## src/rtl/isp_ol_walker_if.sv

```systemverilog
// VRAM read port and primitive-descriptor handshake between the object-list
// walker (master) and its VRAM/parser neighbours (slave).
interface isp_ol_walker_if #(
    parameter int ADDR_W = 24
);
    logic              ol_vram_rd;
    logic [ADDR_W-1:0] ol_vram_addr;
    logic [31:0]       ol_vram_din;

    logic              prim_valid;
    logic              prim_ready;
    logic [ADDR_W-1:0] prim_addr;
    logic [1:0]        prim_type;
    logic [5:0]        prim_mask;
    logic [2:0]        prim_skip;
    logic              prim_shadow;

    modport master (
        output ol_vram_rd, ol_vram_addr,
        input  ol_vram_din,
        output prim_valid, prim_addr, prim_type, prim_mask, prim_skip, prim_shadow,
        input  prim_ready
    );

    modport slave (
        input  ol_vram_rd, ol_vram_addr,
        output ol_vram_din,
        input  prim_valid, prim_addr, prim_type, prim_mask, prim_skip, prim_shadow,
        output prim_ready
    );
endinterface

```

## src/rtl/isp_ol_walker.sv

```systemverilog
// Walks a PowerVR2 tile object list in VRAM and emits one descriptor per strip,
// array triangle or array quad for the downstream ISP parser.
module isp_ol_walker #(
    parameter int ADDR_W = 24
) (
    input  logic              clock,
    input  logic              reset,
    input  logic              start,
    input  logic [ADDR_W-1:0] ol_base,
    input  logic [ADDR_W-1:0] param_base,
    output logic              busy,
    output logic              done,
    output logic              err,
    isp_ol_walker_if.master   bus
);

    typedef enum logic [2:0] {
        S_IDLE, S_FETCH, S_WAIT, S_DECODE, S_EMIT, S_DONE
    } state_t;

    typedef enum logic [1:0] {
        K_STRIP, K_ARRAY, K_LINK, K_RESERVED
    } kind_t;

    localparam logic [1:0] T_STRIP = 2'd0;
    localparam logic [1:0] T_TRI   = 2'd1;
    localparam logic [1:0] T_QUAD  = 2'd2;

    state_t            state, state_n;
    logic [ADDR_W-1:0] ptr;
    logic [ADDR_W-1:0] addr_q;
    logic [7:0]        stride_q;
    logic [4:0]        count_q;
    logic [1:0]        type_q;
    logic [5:0]        mask_q;
    logic [2:0]        skip_q;
    logic              shadow_q;
    logic              err_flag;

    logic [31:0]       w;
    kind_t             d_kind;
    logic [4:0]        d_count;
    logic [3:0]        d_vwords;
    logic [7:0]        d_stride;
    logic [ADDR_W-1:0] d_addr;
    logic [ADDR_W-1:0] d_link;

    assign w = bus.ol_vram_din;

    // Classification of the word returned for the current FETCH.
    // NOTE: every combinational output gets a default first so no path can infer a latch.
    always_comb begin
        d_kind = K_STRIP;
        if (w[31]) begin
            unique case (w[30:29])
                2'b00, 2'b01: d_kind = K_ARRAY;
                2'b11:        d_kind = K_LINK;
                default:      d_kind = K_RESERVED;
            endcase
        end
        d_count  = w[31] ? ({1'b0, w[28:25]} + 5'd1) : 5'd1;
        d_vwords = 4'd3 + {1'b0, w[23:21]};
        d_stride = w[29] ? (8'd12 + 8'd16 * {4'd0, d_vwords})
                         : (8'd12 + 8'd12 * {4'd0, d_vwords});
        d_addr   = param_base + ADDR_W'({w[20:0], 2'b00});
        d_link   = ADDR_W'(w[23:0] & 24'hFF_FFFC);
    end

    always_ff @(posedge clock) begin
        if (reset) state <= S_IDLE;
        else       state <= state_n;
    end

    always_comb begin
        state_n = state;
        unique case (state)
            S_IDLE:   if (start) state_n = S_FETCH;
            S_FETCH:  state_n = S_WAIT;
            S_WAIT:   state_n = S_DECODE;
            S_DECODE: begin
                unique case (d_kind)
                    K_STRIP:    state_n = (w[30:25] == 6'd0) ? S_FETCH : S_EMIT;
                    K_ARRAY:    state_n = S_EMIT;
                    K_LINK:     state_n = w[28] ? S_DONE : S_FETCH;
                    K_RESERVED: state_n = S_DONE;
                    default:    state_n = S_DONE;
                endcase
            end
            S_EMIT:   if (bus.prim_ready && count_q == 5'd1) state_n = S_FETCH;
            S_DONE:   state_n = S_IDLE;
            default:  state_n = S_IDLE;
        endcase
    end

    always_comb begin
        busy            = (state != S_IDLE);
        done            = (state == S_DONE);
        err             = (state == S_DONE) && err_flag;
        bus.prim_valid  = (state == S_EMIT);
        bus.prim_addr   = addr_q;
        bus.prim_type   = type_q;
        bus.prim_mask   = mask_q;
        bus.prim_skip   = skip_q;
        bus.prim_shadow = shadow_q;
    end

    // NOTE: sequential state uses non-blocking assignments so every register samples pre-edge values.
    always_ff @(posedge clock) begin
        if (reset) begin
            ptr              <= '0;
            addr_q           <= '0;
            stride_q         <= '0;
            count_q          <= '0;
            type_q           <= '0;
            mask_q           <= '0;
            skip_q           <= '0;
            shadow_q         <= 1'b0;
            err_flag         <= 1'b0;
            bus.ol_vram_rd   <= 1'b0;
            bus.ol_vram_addr <= '0;
        end else begin
            bus.ol_vram_rd <= (state == S_FETCH);
            unique case (state)
                S_IDLE: if (start) begin
                    ptr      <= ol_base & ~ADDR_W'(3);
                    err_flag <= 1'b0;
                end
                S_FETCH: bus.ol_vram_addr <= ptr;
                S_DECODE: begin
                    addr_q   <= d_addr;
                    stride_q <= d_stride;
                    count_q  <= d_count;
                    skip_q   <= w[23:21];
                    shadow_q <= w[24];
                    mask_q   <= w[31] ? 6'h3F : w[30:25];
                    type_q   <= !w[31] ? T_STRIP : (w[29] ? T_QUAD : T_TRI);
                    unique case (d_kind)
                        K_STRIP:    if (w[30:25] == 6'd0) ptr <= ptr + ADDR_W'(4);
                        K_LINK:     if (!w[28]) ptr <= d_link;
                        K_RESERVED: err_flag <= 1'b1;
                        default:    ;
                    endcase
                end
                S_EMIT: if (bus.prim_ready) begin
                    count_q <= count_q - 5'd1;
                    addr_q  <= addr_q + ADDR_W'(stride_q);
                    if (count_q == 5'd1) ptr <= ptr + ADDR_W'(4);
                end
                default: ;
            endcase
        end
    end

endmodule

```

## src/flat_wrapper.sv

```systemverilog
// flat-port wrapper written by rule: the top's interface ports become plain ports
module isp_ol_walker_flat 
#(
    parameter int ADDR_W = 24
)
  (clock, reset, start, ol_base, param_base, busy, done, err, bus_ol_vram_rd, bus_ol_vram_addr, bus_ol_vram_din, bus_prim_valid, bus_prim_addr, bus_prim_type, bus_prim_mask, bus_prim_skip, bus_prim_shadow, bus_prim_ready);
  isp_ol_walker_if #(.ADDR_W(ADDR_W)) bus_i ();
  input  logic clock;
  input  logic reset;
  input  logic start;
  input  logic [ADDR_W-1:0] ol_base;
  input  logic [ADDR_W-1:0] param_base;
  output logic busy;
  output logic done;
  output logic err;
  output wire logic [$bits(bus_i.ol_vram_rd)-1:0] bus_ol_vram_rd;
  output wire logic [$bits(bus_i.ol_vram_addr)-1:0] bus_ol_vram_addr;
  input wire logic [$bits(bus_i.ol_vram_din)-1:0] bus_ol_vram_din;
  output wire logic [$bits(bus_i.prim_valid)-1:0] bus_prim_valid;
  output wire logic [$bits(bus_i.prim_addr)-1:0] bus_prim_addr;
  output wire logic [$bits(bus_i.prim_type)-1:0] bus_prim_type;
  output wire logic [$bits(bus_i.prim_mask)-1:0] bus_prim_mask;
  output wire logic [$bits(bus_i.prim_skip)-1:0] bus_prim_skip;
  output wire logic [$bits(bus_i.prim_shadow)-1:0] bus_prim_shadow;
  input wire logic [$bits(bus_i.prim_ready)-1:0] bus_prim_ready;
  assign bus_ol_vram_rd = bus_i.ol_vram_rd;
  assign bus_ol_vram_addr = bus_i.ol_vram_addr;
  assign bus_i.ol_vram_din = bus_ol_vram_din;
  assign bus_prim_valid = bus_i.prim_valid;
  assign bus_prim_addr = bus_i.prim_addr;
  assign bus_prim_type = bus_i.prim_type;
  assign bus_prim_mask = bus_i.prim_mask;
  assign bus_prim_skip = bus_i.prim_skip;
  assign bus_prim_shadow = bus_i.prim_shadow;
  assign bus_i.prim_ready = bus_prim_ready;
  isp_ol_walker #(.ADDR_W(ADDR_W)) u_core (.clock(clock), .reset(reset), .start(start), .ol_base(ol_base), .param_base(param_base), .busy(busy), .done(done), .err(err), .bus(bus_i));
endmodule
```

## config.mk

```make
export PLATFORM = sky130hd
export DESIGN_NAME = isp_ol_walker_flat
export DESIGN_NICKNAME = d
export VERILOG_FILES = /design/src/rtl/isp_ol_walker_if.sv /design/src/rtl/isp_ol_walker.sv /design/src/flat_wrapper.sv
export SDC_FILE = /design/constraint.sdc
export NUM_CORES = 1
export LEC_CHECK = 0
export BUFFER_PORTS_ARGS = -buffer_cell sky130_fd_sc_hd__buf_2
export CORE_ASPECT_RATIO = 1.75
export CORE_MARGIN = 3
export CORE_UTILIZATION = 50
export CTS_CLUSTER_DIAMETER = 80
export DETAILED_ROUTE_END_ITERATION = 10
export PLACE_DENSITY = 0.79
export SETUP_SLACK_MARGIN = 0.1
export SLEW_MARGIN = 20
export SYNTH_ARGS = -nofsm -noshare
export SYNTH_HDL_FRONTEND = slang
export SYNTH_SLANG_ARGS = --single-unit
```

## constraint.sdc

```tcl
create_clock -name clock -period 3.6 [get_ports clock]
set_clock_uncertainty 0.05 [all_clocks]
set_input_delay 0.72 -clock clock [delete_from_list [all_inputs] [get_ports clock]]
set_output_delay 0.72 -clock clock [all_outputs]
set_load 0.1 [all_outputs]
```

==> results.txt, run 1 <==
Status -> complete, no violations
Number of synthesis warnings -> 0
Routed Antenna Nets -> 0
Die height -> 157 um
Mean routed wirelength per cell -> 17.3 um
Synthesized area -> 0.00650 sq mm
Share of the synthesized area in the top cell type -> 0.296
Post-synth top area cell -> dfxtp_1
Die Area -> 0.0145 sq mm
RSZ-0062 raised after global routing -> no
Slew Limit Fails -> 0
Seq/Total Area, Yosys -> 0.296
# resized after CTS -> 0
Clock tree buffer depth -> 2
Post-CTS Setup Repair Bufs -> 0
Final min period -> 3.07 ns
CTS Buf Count -> 9
Synth Flop Type -> dfxtp_1
Tcrit/Tclk final -> 0.853
#FFs+latches synth -> 96
GR Overflow Total -> 0
Final Hold Viols -> 0
Worst Max-Slew Pin Slew -> 0.653 ns
Crit path DAT -> 2.30 ns
CTS tree -> built
Initial DRC count -> 474
Area grow syn2layout -> 17.0%
Worst-path clk slew -> 0.07 ns
Crit end category -> output port
Min-delay worst type -> flop to flop
Row count -> 54
Post-synth EDFFs -> 0
CTS Sinks -> 96
Largest net degree at the start of global routing -> 46
Vias per cell -> 6.10
Max Cap Viol -> 0
Power per cell area -> 462 mW/mm^2
Drt drc -> 0
Most numerous cell in the Yosys netlist -> nand2_1
N_diodes -> 0
Total Routing Usage GR -> 0.276
Total number of vias -> 7092
Leakage -> 3.08 nW
First-pass DRT Iterations -> 6
Worst-Skew Late Latency -> 0.36 ns
Post-synthesis cell count -> 874
Hold buffer count at cts -> 0
TNS Setup -> 0 ns
Share of cells above drive strength 1 -> 0.201
Port Buf Inserts -> 144
CP startpoint kind -> flop
Post-route worst setup slack -> 0.530 ns
First-pass GRT wire length -> 32100 um
Total Routed Length -> 20100 um
Mean post-synth cell area -> 7.44 sq um
Kind of critical path -> flop to output port
# IOs -> 149
DP HPWL -> 15000 um
Core ar. -> 0.0126 sq mm
Max VDD drop -> 0.260 mV
Number of nets in the layout -> 1113
RePlAce Congestion -> 0.996
Commonest cells in the netlist -> nand2_1 (117), a21oi_1 (106), dfxtp_1 (96)
Chip width -> 92.2 um
Setup violators final -> 0
Antenna violations before repair -> 0
Highest clock rate -> 0.326 GHz
Initial Utilization -> 0.517
Clk root buf -> clkbuf_16
Vias in the first global route -> 6688
Dpl ws -> 0.304 ns
Netlist cell types -> 77
Post-synth ARST share -> 0
Worst-path fanout max -> 30
Relative slew slack -> 0.561
Synth area leaders -> dfxtp_1 (30%), a21oi_1 (8.2%), ha_1 (7.3%)
Worst Path Required -> 2.83 ns
H-tree depth -> 3
## registers in the layout, summed over array words and instances, names as in the netlist
| signal | count |
|---|---|
| u_core.bus.prim_shadow | 1 |
| u_core.stride_q | 6 |
| u_core.bus.prim_addr | 24 |
| u_core.bus.ol_vram_rd | 1 |
| u_core.ptr | 22 |
| u_core.err_flag | 1 |
| u_core.bus.ol_vram_addr | 22 |
| u_core.bus.prim_mask | 6 |
| u_core.count_q | 5 |
| u_core.state | 3 |
| u_core.bus.prim_type | 2 |
| u_core.bus.prim_skip | 3 |
## logic make-up (layout without fill, tap and decap cells)
group	Yosys count	after routing	share of synthesized area
AND/OR/NAND/NOR	350	350	0.256
multiplexers	3	3	0.00481
buffers and inverters	71	190	0.0454
adder cells (fa/ha/maj)	40	40	0.0793
flip-flops	96	96	0.296
other	1	2	0.000577
XOR/XNOR	28	28	0.0389
AO/OA/AOI/OAI	285	285	0.279
## worst paths after layout
check	cells after the start	start	slack, ns	end
hold reg to reg	2	u_core.bus.ol_vram_addr[17]	0.40	u_core.bus.ol_vram_addr[17]
setup / recovery	3	u_core.state[2]	0.53	bus_prim_valid
hold / removal	2	u_core.bus.ol_vram_addr[17]	0.40	u_core.bus.ol_vram_addr[17]
setup reg to reg	7	u_core.state[2]	0.80	u_core.bus.prim_addr[7]
## worst max-delay path, stage by stage (launching register included)
cell and delay (ns):
dfxtp_1 0.53, or3b_4 0.61, inv_2 0.31, buf_2 0.49
## power breakdown
part	total, mW	leakage, nW	switching, mW	internal (mW)
Sequential	1.29	0.779	0.121	1.17
Clock	0.942	0.130	0.464	0.478
Combinational	1.28	2.17	0.910	0.370
Total	3.51	3.08	1.49	2.01
## routing by layer
metal  global-route usage  up-vias  routed length [um]
li1                     -     3439                   -
met1                0.307     3251                7560
met2                0.475      317                9920
met3               0.0467       85                1390
met4                0.191        0                1270
met5                    0        -                   0
## per-stage QoR
step | total power [mW] | hold WS, ns | instance area, sq um | std cells | utilization
3_3_place_gp | 2.56 | 0.389 | 7320 | 1146 | 0.583
2_1_floorplan | 2.28 | 0.386 | 6500 | 875 | -
6_report | 3.51 | 0.401 | 7600 | 1162 | 0.605
4_1_cts | 3.51 | 0.404 | 7600 | 1162 | 0.605
3_5_place_dp | 2.57 | 0.393 | 7320 | 1146 | 0.583
5_1_grt | 3.68 | 0.415 | 7600 | 1162 | 0.605
## area by class of cell
class | count | area [sq um]
Clock buffer | 10 | 229
Inverter | 14 | 52.6
Clock inverter | 6 | 50.0
Sequential cell | 96 | 1920
Tap cell | 168 | 210
Fill cell | 1199 | 4970
Timing Repair Buffer | 160 | 841
Multi-Input combinational cell | 708 | 4300
## layout by cell type, fill, tap and decap left out, types with 13 or more instances in the layout
cell	netlist	routed
buf_2	16	144
nand2_1	117	117
a21oi_1	106	106
dfxtp_1	96	96
nor2_1	79	79
nor3_1	49	48
o21ai_0	45	45
ha_1	38	38
nand3_1	28	28
xnor2_1	17	17
buf_4	2	16
a211oi_1	15	15
inv_1	13	13
Power figures use the tool's default switching activity.
==> inputs of run 2 (changes only) <==
ABC_AREA = 1   (was unset)
CORE_UTILIZATION = 51   (was 50)
PLACE_DENSITY = 0.82   (was 0.79)
clock period = 2.5 ns   (was 3.6 ns; I/O delays follow)
==> run 2 against run 1 <==
  * Routed wire length is 15% higher
  * Via count is 16% higher
  * Synthesized cell count is 31% higher
  * Global-route usage is 2.4 points higher
  * Die area is 8.1% higher
  * Highest routed layer unchanged
==> results.txt, run 2 <==
Post-Route Utilization -> 0.621
Chip width -> 95.8 um
# IOs -> 149
Synthesized area -> 0.00720 sq mm
Synth Flop Type -> dfxtp_1
Worst-Skew Late Latency -> 0.35 ns
CTS Sinks -> 96
Port Buf Inserts -> 144
Seq pwr share -> 0.359
Slew Limit Fails -> 0
Tcrit/Tclk final -> 0.921
Synth area leaders -> dfxtp_1 (27%), nand2_1 (13%), nand3_1 (8.6%)
Setup violators final -> 0
CTS tree -> built
GR Overflow Total -> 0
Share of the synthesized area in the top cell type -> 0.267
Worst-path clk slew -> 0.08 ns
Dpl ws -> -0.0193 ns
Row count -> 56
Die Area -> 0.0156 sq mm
Post-CTS Setup Repair Bufs -> 0
Commonest cells in the netlist -> nand2_1 (249), inv_1 (133), nand3_1 (123)
RSZ-0062 raised after global routing -> no
Worst Path Required -> 1.95 ns
Kind of critical path -> flop to output port
Worst-path fanout max -> 30
Mean routed wirelength per cell -> 16.0 um
Post-synthesis cell count -> 1142
Antenna violations before repair -> 0
Logic gate share of total power -> 0.384
Max FFs per register -> 24
Design Power -> 5.27 mW
Total Routed Length -> 23300 um
Post-synth ARST share -> 0
Total number of vias -> 8196
Hold buffer count at cts -> 0
Initial Utilization -> 0.529
Psw -> 2.33 mW
CP startpoint kind -> flop
Core ar. -> 0.0136 sq mm
Initial DRC count -> 493
Crit end category -> output port
Netlist cell types -> 49
First-pass DRT Iterations -> 5
Seq/Total Area, Yosys -> 0.267
Final Non-Filler Cells -> 1458
Placed Instances -> 1442
Number of synthesis warnings -> 0
Max Cap Viol -> 0
Highest clock rate -> 0.434 GHz
Drt drc -> 0
Vias per cell -> 5.62
Layout fillers -> 1373
Commonest non-fill, non-tap cell in the layout -> nand2_1
Max VDD drop -> 0.418 mV
Final min period -> 2.30 ns
#FFs+latches synth -> 96
Clock power frac -> 0.257
N_diodes -> 0
Worst Max-Slew Pin Slew -> 0.685 ns
Post-synth top area cell -> dfxtp_1
RePlAce Congestion -> 0.991
Mean post-synth cell area -> 6.30 sq um
Most numerous cell in the Yosys netlist -> nand2_1
Power per cell area -> 624 mW/mm^2
DP HPWL -> 18000 um
Dpl cell area -> 0.00817 sq mm
Vias in the first global route -> 8035
Switching share of power -> 0.442
Internal power -> 2.94 mW
Number of nets in the layout -> 1403
Clk root buf -> clkbuf_16
Largest net degree at the start of global routing -> 61
Crit path DAT -> 1.75 ns
Total Routing Usage GR -> 0.300
Post-route worst setup slack -> 0.198 ns
Status -> complete, no violations
Final Hold Viols -> 0
CTS Buf Count -> 9
Most frequent cells in the layout -> nand2_1 (249), buf_2 (142), inv_1 (133)
Post-synth EDFFs -> 0
H-tree depth -> 3
Min-delay worst type -> input port to flop
Share of cells above drive strength 1 -> 0.167
Leakage -> 4.15 nW
Relative slew slack -> 0.542
Finished Cell Area -> 0.00845 sq mm
Area grow syn2layout -> 17.4%
Clock tree buffer depth -> 2
Routed Antenna Nets -> 0
# resized after CTS -> 0
Hold Slack -> 0.324 ns
First-pass GRT wire length -> 37400 um
Die height -> 163 um
TNS Setup -> 0 ns
run 2: final cells by class:
cell class | instances | area (sq um) | share of cell area
tap | 174 | 218 | 0.0258
clock buffer | 10 | 229 | 0.0271
clock inverter | 6 | 48.8 | 0.00578
sequential | 96 | 1920 | 0.228
inverter | 139 | 527 | 0.0624
multi-input combinational | 862 | 4530 | 0.537
timing repair buffer | 171 | 970 | 0.115
run 2: critical path, cell delays in order (launching register included):
cell and delay [ns]:
dfxtp_1 0.38, inv_1 0.24, nor2_8 0.27, buf_6 0.29, buf_12 0.22
run 2: worst paths after layout:
| kind | start | to | slack, ns | depth (start not counted) |
|---|---|---|---|---|
| worst min register to register | u_core.bus.ol_vram_addr[19] | u_core.bus.ol_vram_addr[19] | 0.41 | 2 |
| worst max register to register | u_core.ptr[2] | u_core.ptr[16] | 0.37 | 11 |
| worst max-delay path | u_core.state[2] | bus_prim_valid | 0.20 | 4 |
| worst min-delay path | param_base[1] | u_core.bus.prim_addr[1] | 0.32 | 3 |
run 2: power groups by stage:
stage               sequential [mW]  clock, mW  combinational [mW]
floorplan                      2.38          0                1.06
global placement               1.91          0                1.98
detailed placement             1.92          0                2.00
CTS                            1.88       1.37                2.01
global route                   1.91       1.43                2.21
finish                         1.89       1.35                2.02
run 2: cells by family after synthesis:
group	Yosys count	share of synthesized area
other	1	0.000521
buffers and inverters	185	0.107
AO/OA/AOI/OAI	278	0.216
flip-flops	96	0.267
XOR/XNOR	9	0.0110
AND/OR/NAND/NOR	533	0.326
adder cells (fa/ha/maj)	40	0.0716
run 2: routing by layer:
metal	track usage	vias to the layer above	routed length (um)
li1	-	4100	-
met1	0.328	3719	8850
met2	0.546	305	12100
met3	0.0392	72	1300
met4	0.155	0	1020
met5	0	-	0
==> inputs of run 3 (changes only) <==
CTS_BUF_LIST = sky130_fd_sc_hd__clkbuf_16   (was unset)
==> run 3 against run 2 <==
  * Utilization unchanged
  * Clock power about the same
  * Clock-buffer cell count down 1
  * Register-to-register slack about the same
  * Global-route usage unchanged
  * Combinational power about the same
  * Flip-flop and latch count unchanged
  * Via count about the same
==> results.txt, run 3 (synthesis gave the netlist of run 2 again) <==
Mean routed wirelength per cell -> 15.9 um
Worst setup path start -> u_core.state[2]
Largest net degree at the start of global routing -> 61
RSZ-0062 raised after global routing -> no
Status -> complete, no violations
Worst-path fanout max -> 30
Worst Max-Slew Pin Slew -> 0.685 ns
Drt drc -> 0
CP startpoint kind -> flop
DP HPWL -> 18000 um
Worst-Skew Late Latency -> 0.34 ns
Final Hold Viols -> 0
Max Cap Viol -> 0
Post-route worst setup slack -> 0.196 ns
Tcrit/Tclk final -> 0.922
Worst Path Required -> 1.95 ns
Min-delay worst type -> input port to flop
Worst Setup EP -> bus_prim_valid
Number of nets in the layout -> 1403
Slowest CP cell -> dfxtp_1
Vias per cell -> 5.63
Antenna violations before repair -> 0
Routed Antenna Nets -> 0
Max FFs per register -> 24
Dpl ws -> -0.0193 ns
Crit path DAT -> 1.75 ns
RePlAce Congestion -> 0.991
Clk root buf -> clkbuf_16
Total number of vias -> 8203
GR Overflow Total -> 0
TNS Setup -> 0 ns
Crit-path cells -> inv_1, nor2_8, buf_6, buf_12
Die Area -> 0.0156 sq mm
Final min period -> 2.30 ns
Worst-path clk slew -> 0.08 ns
Chip width -> 95.8 um
N_diodes -> 0
Most frequent cells in the layout -> nand2_1 (249), buf_2 (142), inv_1 (134)
Initial DRC count -> 487
Share of cells above drive strength 1 -> 0.167
Row count -> 56
Slew Limit Fails -> 0
Setup violators final -> 0
Post-Route Utilization -> 0.621
CTS Sinks -> 96
Initial Utilization -> 0.529
Clock tree buffer depth -> 2
Kind of critical path -> flop to output port
H-tree depth -> 3
CTS tree -> built
Reg2Reg Launch Point -> u_core.ptr[2]
Leakage -> 4.15 nW
Max VDD drop -> 0.417 mV
Port Buf Inserts -> 144
Total Routing Usage GR -> 0.300
Power per cell area -> 623 mW/mm^2
Hold Slack -> 0.325 ns
Relative slew slack -> 0.542
Crit end category -> output port
Delay of the slowest cell on the worst path -> 0.38 ns
Area grow syn2layout -> 17.4%
Flop2flop setup slack -> 0.37 ns
Critical R2R Capture -> u_core.ptr[16]
Die height -> 163 um
Total Routed Length -> 23200 um
First-pass GRT wire length -> 37400 um
Commonest non-fill, non-tap cell in the layout -> nand2_1
# IOs -> 149
Highest clock rate -> 0.434 GHz
Vias in the first global route -> 8035
Cells on worst reg2reg path -> 11
CTS Buf Count -> 9
Core ar. -> 0.0136 sq mm
First-pass DRT Iterations -> 5
-- run 3: cell count changes in the layout (fill, tap and decap cells not counted) --
cell / delta
inv_1: +1
clkbuf_1: -1
-- run 3: report_power, final --
| part | leakage, nW | switching (mW) | internal [mW] |
|---|---|---|---|
| Combinational | 3.24 | 1.47 | 0.554 |
| Sequential | 0.783 | 0.196 | 1.69 |
| Clock | 0.136 | 0.660 | 0.685 |
| Total | 4.15 | 2.33 | 2.93 |
-- run 3: critical path: cells and delay by family (launching register included) --
| family | cells | cell delay, ns |
|---|---|---|
| buffers and inverters | 3 | 0.76 |
| flip-flops | 1 | 0.38 |
| AND/OR/NAND/NOR | 1 | 0.27 |
-- run 3: final cells by class --
type / instances / area [sq um]
tap: 174 / 218
multi-input combinational: 862 / 4530
timing repair buffer: 171 / 970
inverter: 139 / 527
clock inverter: 7 / 52.6
clock buffer: 9 / 225
fill: 1373 / 5150
sequential: 96 / 1920
-- run 3: stage by stage --
step | power (mW) | cell area, sq um | instances
2_1_floorplan | 3.45 | 7230 | 1143
3_3_place_gp | 3.89 | 8170 | 1442
3_5_place_dp | 3.92 | 8170 | 1442
4_1_cts | 5.26 | 8440 | 1458
5_1_grt | 5.55 | 8450 | 1458
6_report | 5.26 | 8450 | 1458
-- run 3: how the worst min path moves through the flow --
stage | start | end | depth (start not counted)
3_3_place_gp | u_core.bus.ol_vram_addr[8] | u_core.bus.ol_vram_addr[8] | 2
5_1_grt | param_base[1] | u_core.bus.prim_addr[1] | 3
6_report | param_base[1] | u_core.bus.prim_addr[1] | 3
2_1_floorplan | u_core.stride_q[6] | u_core.stride_q[6] | 2
3_5_place_dp | u_core.bus.ol_vram_addr[19] | u_core.bus.ol_vram_addr[19] | 2
4_1_cts | bus_ol_vram_din[24] | u_core.bus.prim_shadow | 3
-- run 3: what timing repair did --
action                     4_1_cts  5_1_grt
gates resized for setup          0        1
setup endpoints to repair        0        1
hold buffers                     0        0
setup buffers                    0        0
-- run 3: metal layers --
| layer | vias to the layer above | wire length, um | part of all wire | GRT usage |
|---|---|---|---|---|
| met5 | - | 0 | 0 | 0 |
| met2 | 309 | 12100 | 0.52 | 0.546 |
| met1 | 3722 | 8850 | 0.38 | 0.328 |
| met4 | 0 | 1010 | 0.044 | 0.155 |
| li1 | 4100 | - | - | - |
| met3 | 72 | 1280 | 0.055 | 0.0392 |
